### src/rtl/pipe_pkg.sv
// Shared pipeline definitions: PC-source encodings, the bubble instruction,
// the fetch FSM states and the pipeline-register update codes.
package pipe_pkg;

  localparam logic [1:0] PC_SRC_SEQ = 2'b00;
  localparam logic [1:0] PC_SRC_J   = 2'b01;
  localparam logic [1:0] PC_SRC_JR  = 2'b10;

  // sll $0,$0,0
  localparam logic [31:0] NOP_INST = 32'h0000_0000;

  typedef enum logic [1:0] {
    S_BOOT = 2'd0,
    S_RUN  = 2'd1,
    S_WAIT = 2'd2
  } fetch_state_t;

  // Same encoding as the decode-side pipeline-register control.
  typedef enum logic [1:0] {
    UPDATE = 2'b00,
    FLUSH  = 2'b01,
    HOLD   = 2'b10
  } preg_op_t;

  typedef struct packed {
    logic [31:0] inst;
    logic [31:0] pc_plus_4;
    logic        valid;
  } if_id_t;

  function automatic if_id_t make_bubble(input logic [31:0] nop, input logic [31:0] pc_plus_4);
    return '{inst: nop, pc_plus_4: pc_plus_4, valid: 1'b0};
  endfunction

endpackage

### src/rtl/if_stage_if.sv
// Instruction-memory port: the fetch stage is the master, the memory the slave.
// The memory returns imem_rdata in the same cycle it raises imem_ready.
interface if_stage_if;
  logic [31:0] imem_addr;
  logic        imem_req;
  logic [31:0] imem_rdata;
  logic        imem_ready;

  modport master (
    output imem_addr,
    output imem_req,
    input  imem_rdata,
    input  imem_ready
  );

  modport slave (
    input  imem_addr,
    input  imem_req,
    output imem_rdata,
    output imem_ready
  );
endinterface

### src/rtl/if_pc_sel.sv
// Combinational next-PC and IF/ID operation select. Priority, highest first:
// EX branch, stall, ID jump, memory ready, memory not ready.
module if_pc_sel
  import pipe_pkg::*;
(
  input  logic        active,
  input  logic [31:0] pc,
  input  logic [1:0]  id_pc_src,
  input  logic [31:0] jump_addr,
  input  logic        ex_branch_taken,
  input  logic [31:0] ex_branch_target,
  input  logic        stall,
  input  logic        imem_ready,
  output logic [31:0] pc_next,
  output logic [31:0] pc_plus_4,
  output preg_op_t    if_id_op,
  output logic        redirect
);

  assign pc_plus_4 = pc + 32'd4;

  always_comb begin
    // NOTE: every output gets a default first so no path leaves one unassigned (no latch).
    pc_next  = pc;
    if_id_op = FLUSH;
    redirect = 1'b0;
    if (!active) begin
      // Boot cycle: no fetch outstanding, PC holds and IF/ID takes a bubble.
      if_id_op = FLUSH;
    end else if (ex_branch_taken) begin
      pc_next  = ex_branch_target;
      redirect = 1'b1;
    end else if (stall) begin
      // The jump operand may be stale under a load-use stall, so it waits too.
      if_id_op = HOLD;
    end else if (id_pc_src != PC_SRC_SEQ) begin
      pc_next  = jump_addr;
      redirect = 1'b1;
    end else if (imem_ready) begin
      pc_next  = pc_plus_4;
      if_id_op = UPDATE;
    end
  end

endmodule

### src/rtl/if_stage.sv
// Instruction-fetch stage: PC, fetch FSM and the IF/ID register.
// Define IF_PERF_CNT_EN to build the fetch/bubble performance counters.
module if_stage
  import pipe_pkg::*;
#(
  parameter logic [31:0] RESET_PC = 32'h0000_0000,
  parameter logic [31:0] NOP_INST = pipe_pkg::NOP_INST
) (
  input  logic              clk,
  input  logic              reset,
  input  logic [1:0]        id_pc_src,
  input  logic [31:0]       jump_addr,
  input  logic              ex_branch_taken,
  input  logic [31:0]       ex_branch_target,
  input  logic              stall,
  if_stage_if.master        imem,
  output logic [31:0]       if_id_inst_out,
  output logic [31:0]       if_id_pc_plus_4_out,
  output logic              if_id_valid_out,
  output logic [31:0]       perf_fetch_cnt,
  output logic [31:0]       perf_bubble_cnt
);

  fetch_state_t state;
  logic [31:0]  pc;
  logic [31:0]  pc_next;
  logic [31:0]  pc_plus_4;
  logic         req;
  logic         redirect;
  preg_op_t     if_id_op;
  if_id_t       if_id;

  if_pc_sel u_pc_sel (
    .active           (state != S_BOOT),
    .pc               (pc),
    .id_pc_src        (id_pc_src),
    .jump_addr        (jump_addr),
    .ex_branch_taken  (ex_branch_taken),
    .ex_branch_target (ex_branch_target),
    .stall            (stall),
    .imem_ready       (imem.imem_ready),
    .pc_next          (pc_next),
    .pc_plus_4        (pc_plus_4),
    .if_id_op         (if_id_op),
    .redirect         (redirect)
  );

  always_ff @(posedge clk) begin
    // NOTE: all state here uses non-blocking assignment so every flop sees pre-edge values.
    if (reset) begin
      state <= S_BOOT;
      req   <= 1'b0;
      pc    <= RESET_PC;
      if_id <= make_bubble(NOP_INST, 32'd0);
    end else begin
      case (state)
        S_BOOT:  state <= S_RUN;
        S_RUN:   if (!imem.imem_ready && !redirect) state <= S_WAIT;
        S_WAIT:  if (imem.imem_ready || redirect) state <= S_RUN;
        default: state <= S_BOOT;
      endcase
      // Every state reachable from here issues a request.
      req <= 1'b1;
      pc  <= pc_next;
      case (if_id_op)
        UPDATE:  if_id <= '{inst: imem.imem_rdata, pc_plus_4: pc_plus_4, valid: 1'b1};
        FLUSH:   if_id <= make_bubble(NOP_INST, pc_plus_4);
        default: if_id <= if_id;
      endcase
    end
  end

  assign imem.imem_addr      = pc;
  assign imem.imem_req       = req;
  assign if_id_inst_out      = if_id.inst;
  assign if_id_pc_plus_4_out = if_id.pc_plus_4;
  assign if_id_valid_out     = if_id.valid;

`ifdef IF_PERF_CNT_EN
  logic [31:0] fetch_cnt;
  logic [31:0] bubble_cnt;

  // Stall-hold cycles count as neither fetch nor bubble.
  always_ff @(posedge clk) begin
    if (reset) begin
      fetch_cnt  <= 32'd0;
      bubble_cnt <= 32'd0;
    end else begin
      if (if_id_op == UPDATE) fetch_cnt  <= fetch_cnt + 32'd1;
      if (if_id_op == FLUSH)  bubble_cnt <= bubble_cnt + 32'd1;
    end
  end

  assign perf_fetch_cnt  = fetch_cnt;
  assign perf_bubble_cnt = bubble_cnt;
`else
  assign perf_fetch_cnt  = 32'h0;
  assign perf_bubble_cnt = 32'h0;
`endif

endmodule

### src/flat_wrapper.sv
// flat-port wrapper written by rule: the top's interface ports become plain ports
module if_stage_flat import pipe_pkg::*;
#(
  parameter logic [31:0] RESET_PC = 32'h0000_0000,
  parameter logic [31:0] NOP_INST = pipe_pkg::NOP_INST
)
  (clk, reset, id_pc_src, jump_addr, ex_branch_taken, ex_branch_target, stall, if_id_inst_out, if_id_pc_plus_4_out, if_id_valid_out, perf_fetch_cnt, perf_bubble_cnt, imem_imem_addr, imem_imem_req, imem_imem_rdata, imem_imem_ready);
  if_stage_if imem_i ();
  input  logic clk;
  input  logic reset;
  input  logic [1:0] id_pc_src;
  input  logic [31:0] jump_addr;
  input  logic ex_branch_taken;
  input  logic [31:0] ex_branch_target;
  input  logic stall;
  output logic [31:0] if_id_inst_out;
  output logic [31:0] if_id_pc_plus_4_out;
  output logic if_id_valid_out;
  output logic [31:0] perf_fetch_cnt;
  output logic [31:0] perf_bubble_cnt;
  output wire logic [$bits(imem_i.imem_addr)-1:0] imem_imem_addr;
  output wire logic [$bits(imem_i.imem_req)-1:0] imem_imem_req;
  input wire logic [$bits(imem_i.imem_rdata)-1:0] imem_imem_rdata;
  input wire logic [$bits(imem_i.imem_ready)-1:0] imem_imem_ready;
  assign imem_imem_addr = imem_i.imem_addr;
  assign imem_imem_req = imem_i.imem_req;
  assign imem_i.imem_rdata = imem_imem_rdata;
  assign imem_i.imem_ready = imem_imem_ready;
  if_stage #(.RESET_PC(RESET_PC), .NOP_INST(NOP_INST)) u_core (.clk(clk), .reset(reset), .id_pc_src(id_pc_src), .jump_addr(jump_addr), .ex_branch_taken(ex_branch_taken), .ex_branch_target(ex_branch_target), .stall(stall), .imem(imem_i), .if_id_inst_out(if_id_inst_out), .if_id_pc_plus_4_out(if_id_pc_plus_4_out), .if_id_valid_out(if_id_valid_out), .perf_fetch_cnt(perf_fetch_cnt), .perf_bubble_cnt(perf_bubble_cnt));
endmodule
### config.mk
export PLATFORM = sky130hd
export DESIGN_NAME = if_stage_flat
export DESIGN_NICKNAME = d
export VERILOG_FILES = /design/src/rtl/pipe_pkg.sv /design/src/rtl/if_stage_if.sv /design/src/rtl/if_pc_sel.sv /design/src/rtl/if_stage.sv /design/src/flat_wrapper.sv
export SDC_FILE = /design/constraint.sdc
export NUM_CORES = 1
export LEC_CHECK = 0
export ABC_AREA = 1
export CAP_MARGIN = 20
export CELL_PAD_IN_SITES_DETAIL_PLACEMENT = 2
export CELL_PAD_IN_SITES_GLOBAL_PLACEMENT = 2
export CORE_ASPECT_RATIO = 1.25
export CORE_UTILIZATION = 19
export DETAILED_ROUTE_END_ITERATION = 10
export PLACE_DENSITY_LB_ADDON = 0.3
export SLEW_MARGIN = 40
export SYNTH_ARGS = -nofsm -noshare
export SYNTH_HDL_FRONTEND = slang
export SYNTH_SLANG_ARGS = --single-unit
### constraint.sdc
create_clock -name clk -period 1.48 [get_ports clk]
set_input_delay 0.296 -clock clk [delete_from_list [all_inputs] [get_ports clk]]
set_output_delay 0.296 -clock clk [all_outputs]
set_load 0.02 [all_outputs]
# Word-level counts from Yosys, hierarchy flattened
# Cells that the tools add are included.
[totals] ff_bits=100 latchBits=0 ram_bits=0 rom_bits=0 inputBits=103 output_inout_bits=162 wordCells=43 memories=0
[op_classes] n_addsub=1 mul=0 div_mod_pow=0 order_cmp=0 n_eq_ne=6 n_shift=0 n_mux=18 n_bitwise=0 reduce_logical=12
[ops] operator="$pmux W65 S2" n=1
[ops] operator="$mux W32" n=4
[ops] operator="$add A32 B3 Y32 const B" n=1
[ops] operator="$mux W2" n=5
[ops] operator="$mux W1" n=7
[ops] operator="$pmux W2 S3" n=1
[ops] operator="$reduce_bool A2 Y1" n=3
[ops] operator="$eq A2 B1 Y1 const B" n=2
[ops] operator="$logic_not A2 Y1" n=2
[ops] operator="$ne A2 B1 Y1 const B" n=2
[ops] operator="$reduce_and A3 Y1" n=1
[ops] operator="$reduce_bool A3 Y1" n=1
[ops] operator="$eq A2 B2 Y1 const B" n=1
[ops] operator="$logic_not A1 Y1" n=2
[ops] operator="$ne A2 B2 Y1 const B" n=1
[ops] operator="$reduce_and A2 Y1" n=1
[ops] operator="$logic_and A1 B1 Y1" n=1
[ops] operator="$logic_or A1 B1 Y1" n=1

# Logic depth before layout (Yosys ltp)
[logic_depth] ltp_word=9 depth_mapped=12 depth_no_buf=12

# Modules after synthesis
# Synthesis repeated with hierarchy kept, for this count alone.
[unflattened] hier_cells=1018 area_unflattened_um2=6251.0
[modules_own_cells] mod="if_stage" instances=1 cells_each=456 area_per_inst_um2=3733.6 seq_area_each_um2=2001.9
[modules_own_cells] mod="if_pc_sel" instances=1 cells_each=562 area_per_inst_um2=2517.4 seq_area_each_um2=0.0

# Least setup slack after synthesis
# No wires, ideal clock.
[synth_timing] path_type="flip-flop to flip-flop" from="reg u_core.pc[2] (netlist: u_core.imem.imem_addr[2])" to="reg u_core.pc[24] (netlist: u_core.imem.imem_addr[24])" t_arrival_ns=1.554 slack_ns=-0.206 path_stages_with_launch=13 path_buffers=0 period_less_slack_ns=1.686 cell_sequence="dfxtp_1 -> ha_1 -> nand2_2 -> nor2_4 -> nand2_1 -> nor2_2 -> nand2_1 -> nand2_1 -> nand2_1 -> nand2_1 -> nand2_1 -> nand2_1 -> a21oi_1"
[synth_via] elab_chain_len=5
[synth_rtl] item="from (decl)" line="if_stage.sv:25" text="logic [31:0] pc;"
[synth_rtl] item="from (signal assigned)" line="if_stage.sv:64" text="pc <= pc_next;"
[synth_rtl] item="$add A32 B3 Y32" line="if_pc_sel.sv:20" text="assign pc_plus_4 = pc + 32'd4;"
[synth_rtl] item="$mux W32" line="if_pc_sel.sv:39" text="end else if (imem_ready) begin"
[synth_rtl] item="$mux W32" line="if_pc_sel.sv:36" text="end else if (id_pc_src != PC_SRC_SEQ) begin"
[synth_rtl] item="$mux W32" line="if_pc_sel.sv:33" text="end else if (stall) begin"
[synth_rtl] item="$mux W32" line="if_pc_sel.sv:30" text="end else if (ex_branch_taken) begin"
# Every way passes these cells. The select of a mux whose other input is x is not followed.
# A chain may end at the register's enable or synchronous reset.

# Final worst setup path
[layout_timing] from="reg u_core.pc[3] (netlist: u_core.imem.imem_addr[3])" to="reg u_core.pc[12] (netlist: u_core.imem.imem_addr[12])"
# Same word-level chain as after synthesis.

==> PnR_summary.wiki <==
{| class="wikitable"
! Metric !! Value
|-
| Run status || finished, violations left
|-
| Violations in the final reports || negative setup slack
|-
| N_diodes || 0
|-
| Internal reg-to-reg setup slack || -0.22 ns
|-
| First-pass GRT wire length || 38250 um
|-
| Placer Congestion || 0.7819
|-
| Core Box Area || 0.02858 mm^2
|-
| Sequential share of the synthesized area || 36.08%
|-
| Pleak || 4.262 nW
|-
| Worst relative slew slack || 58.67%
|-
| Category of the worst setup path launch point || register
|-
| Avg Synthesized Cell Area || 6.892 um^2
|-
| CTS root buffer || sky130_fd_sc_hd__clkbuf_16
|-
| Worst hold path stage count || 3
|-
| Number of iterations in the first detailed-routing pass || 4
|-
| Netlist area before placement || 0.005548 mm^2
|-
| Die area || 0.02989 mm^2
|-
| Skew final || 0.007960 ns
|-
| Post-Place Cells || 1438
|-
| Post-route setup slack || -0.2220 ns
|-
| Via density || 4.241
|-
| Clock buffer depth || 2
|-
| Number of library cell types mapped by synthesis || 35
|-
| Worst hold start || imem_imem_ready
|-
| Data arrival time at the worst-slack endpoint || 2.00 ns
|-
| Highest net fanout along the worst path || 5
|-
| Die W || 154.8 um
|-
| Cell family with most CP delay || simple AND/OR/NAND/NOR gates
|-
| Vias || 6264
|-
| Initial standard-cell utilization of the core || 19.41%
|-
| Power per cell area || 829.5 mW/mm^2
|-
| Minimum clock period || 1.702 ns
|-
| Maximum Capacitance Violations || 0
|-
| WS Path Type || reg -> reg
|-
| Final cell count without fillers || 1477
|-
| Residual DRC || 0
|-
| Capture instance of the worst register-to-register path || u_core.imem.imem_addr[12]$_SDFFE_PP0P_
|-
| Peak supply drop || 0.4683 mV
|-
| Cell Chain, Critical Path || ha_4 -> nand2_4 -> nor2_4 -> nand2_4 -> nor2_4 -> buf_12 -> xor2_4 -> nand2_1 -> nand2_1 -> nand2_1 -> a21oi_1
|-
| Final count of negative-setup-slack endpoints || 44
|-
| Smallest hold slack || 0.2653 ns
|-
| Main flop type after synthesis || sky130_fd_sc_hd__dfxtp_1
|-
| FFs w/ async S/R, synth || 0%
|-
| Number of DRC markers in iteration 0 || 139
|-
| Depth of the worst register-to-register path || 11
|-
| End point of the worst hold path || u_core.state[1]$_SDFFE_PP0P_
|-
| Die height || 193.0 um
|-
| Worst reg2reg startpoint || u_core.imem.imem_addr[3]$_SDFFE_PP0P_
|-
| Sinks on Clock Net || 100
|-
| Clock latency on the worst-skew pair || 0.37 ns
|-
| Vias in the first global route || 6751
|-
| Total of flip-flops plus latches after synthesis || 100
|-
| Tcrit/Tclk final || 115.0%
|-
| Highest Clock Rate || 587.5 MHz
|-
| Nature of the critical path endpoint || register
|-
| Leading cell type in the layout, fill and taps excluded || sky130_fd_sc_hd__nand2_1
|-
| Count of flip-flops with a built-in enable after synthesis || 0
|-
| Setup repair after global routing missed its margin || true
|-
| Cell at the slowest stage of the critical path || sky130_fd_sc_hd__dfxtp_4
|-
| Count of buffering cells on the critical path with inverters included || 1
|-
| Final std cell area, no fill || 0.009339 mm^2
|-
| Net count, final || 1186
|-
| Synth-to-Final Area Change || 68.34%
|-
| Total number of yosys warnings || 0
|-
| Total global-route track usage || 17.11%
|-
| Routed wire length || 25890 um
|-
| Required time of the worst setup path || 1.78 ns
|-
| Number of placement rows || 69
|-
| # fillers || 3349
|-
| Worst Tran Pin Value || 0.6200 ns
|-
| IO Port Bufs || 200
|-
| Source of the critical timing path || u_core.imem.imem_addr[3]$_SDFFE_PP0P_
|-
| Initial antenna violation count || 2
|-
| Post-detailed-route wirelength per cell || 17.53 um
|-
| Crit path largest cell delay || 0.36 ns
|-
| CP dominant cell by count || sky130_fd_sc_hd__nand2_1
|-
| TritonCTS clock tree || done
|-
| Commonest non-fill, non-tap cells in the layout || sky130_fd_sc_hd__nand2_1, sky130_fd_sc_hd__clkdlybuf4s50_1, sky130_fd_sc_hd__a21oi_1, sky130_fd_sc_hd__buf_4, sky130_fd_sc_hd__dfxtp_1
|-
| Min-Delay Path Class || in -> reg
|-
| Total cell area at the placement stage || 0.008387 mm^2
|-
| I/O pin count || 265
|-
| Post-CTS clock slew at the launch and capture registers of the worst setup and hold paths || 0.08 ns
|-
| CTS Buf Count || 9
|-
| DPL Wire Length || 18980 um
|-
| Post-detailed-route count of antenna-violating nets || 0
|-
| Final number of max-transition violations || 0
|-
| Fraction of final layout cells sized beyond drive strength 1 || 26.40%
|-
| Number of failing hold endpoints at the final stage || 0
|-
| Place WS || -0.3964 ns
|-
| Maximum number of pins on one net before global-route repair || 47
|-
| Logic depth of the worst path, buffers included || 11
|-
| Overflow left after global routing || 0
|-
| CTS H-tree depth || 3
|-
| Cell count after synthesis || 805
|}
==> cells in the mapped netlist (2+ instances only) <==
cell	count	area (um^2)
sky130_fd_sc_hd__a21oi_1	88	440.4
sky130_fd_sc_hd__a21oi_2	7	61.31
sky130_fd_sc_hd__a31oi_1	2	12.51
sky130_fd_sc_hd__buf_1	3	11.26
sky130_fd_sc_hd__buf_2	8	40.04
sky130_fd_sc_hd__buf_4	68	510.5
sky130_fd_sc_hd__buf_6	5	56.30
sky130_fd_sc_hd__clkbuf_1	23	86.33
sky130_fd_sc_hd__dfxtp_1	100	2002
sky130_fd_sc_hd__inv_1	51	191.4
sky130_fd_sc_hd__inv_2	3	11.26
sky130_fd_sc_hd__nand2_1	222	833.3
sky130_fd_sc_hd__nand2_2	2	12.51
sky130_fd_sc_hd__nand2_4	3	33.78
sky130_fd_sc_hd__nand3_1	23	115.1
sky130_fd_sc_hd__nand3b_1	4	30.03
sky130_fd_sc_hd__nor2_1	73	274.0
sky130_fd_sc_hd__nor2_2	5	31.28
sky130_fd_sc_hd__nor2_4	6	67.56
sky130_fd_sc_hd__o211ai_1	14	105.1
sky130_fd_sc_hd__o21ai_0	52	260.3
sky130_fd_sc_hd__o21bai_1	15	112.6
sky130_fd_sc_hd__or2_2	5	31.28
sky130_fd_sc_hd__xnor2_1	9	78.83
sky130_fd_sc_hd__xor2_1	4	35.03
==> cell type report <==
cell class	count	area (um^2)	area share, %
clock inverter	6	62.56	0.6699
inverter	55	211.5	2.264
clock buffer	10	239.0	2.559
sequential	100	2039	21.84
timing repair buffer	310	2994	32.06
tap	390	488.0	5.225
multi-input combinational	606	3304	35.38
==> state kept, by name (all words and copies together) (netlist names) <==
name	cells
u_core.if_id_inst_out	32
u_core.if_id_pc_plus_4_out	32
u_core.if_id_valid_out	1
u_core.imem.imem_addr	32
u_core.imem.imem_req	1
u_core.state	2
==> worst reg2reg max path: stages, from the launching register on <==
cell and delay, ns:
sky130_fd_sc_hd__dfxtp_4 0.36, sky130_fd_sc_hd__ha_4 0.15, sky130_fd_sc_hd__nand2_4 0.06, sky130_fd_sc_hd__nor2_4 0.15, sky130_fd_sc_hd__nand2_4 0.11, sky130_fd_sc_hd__nor2_4 0.22, sky130_fd_sc_hd__buf_12 0.15, sky130_fd_sc_hd__xor2_4 0.16
sky130_fd_sc_hd__nand2_1 0.07, sky130_fd_sc_hd__nand2_1 0.06, sky130_fd_sc_hd__nand2_1 0.05, sky130_fd_sc_hd__a21oi_1 0.13
==> cell families (layout without fill, tap and decap cells) <==
logic type / Yosys count / count (layout) / synth area share (%)
flops: 100 / 100 / 36.08
xor+xnor: 14 / 14 / 2.346
other cells: 1 / 64 / 0.06759
fa+ha+maj: 1 / 1 / 0.2255
buf+inv: 162 / 381 / 16.46
compound gates: 180 / 180 / 18.36
simple gates: 347 / 347 / 26.45
==> timing repair <==
item                                   4_1_cts  5_1_grt
setup endpoints to repair                  147      105
hold buffers                                 0        0
resized for setup                          241       73
buffers inserted                            14        7
cloned                                       3        1
pin swaps                                   38       38
endpoints found under the hold margin        0        0
==> report_power, final <==
group | internal, W | switching (W) | leakage [nW]
registers | 0.00287 | 0.000145 | 0.826
clock network | 0.00136 | 0.00122 | 0.153
logic | 0.000941 | 0.00121 | 3.28
==> how the worst max path moves through the flow <==
stage / endpoint
floorplan: u_core.imem.imem_addr[28]$_SDFFE_PP0P_
global placement: u_core.imem.imem_addr[7]$_SDFFE_PP0P_
detailed placement: u_core.if_id_inst_out[6]$_SDFFE_PP0P_
CTS: u_core.imem.imem_addr[12]$_SDFFE_PP0P_
global route: u_core.imem.imem_addr[24]$_SDFFE_PP0P_
finish: u_core.imem.imem_addr[12]$_SDFFE_PP0P_
==> stage by stage <==
step	power [W]	util (%)	setup TNS [ns]
global route	0.008116	32.68	-9.958
finish	0.007746	32.68	-4.369
CTS	0.007825	31.92	-5.166
detailed placement	0.005171	29.35	-27.63
global placement	0.005134	29.35	-23.82
floorplan	0.004138	-	-0.06734
==> per-layer routing <==
| layer | track usage, % | part of all wire [%] | vias up |
|---|---|---|---|
| met5 | 0 | 0.12 | - |
| met4 | 5.179 | 1.5 | 4 |
| met3 | 4.068 | 5.3 | 19 |
| met2 | 33.43 | 55 | 172 |
| met1 | 17.98 | 38 | 3077 |
| li1 | - | - | 2992 |
No activity file was read; power rests on OpenSTA's default activity.
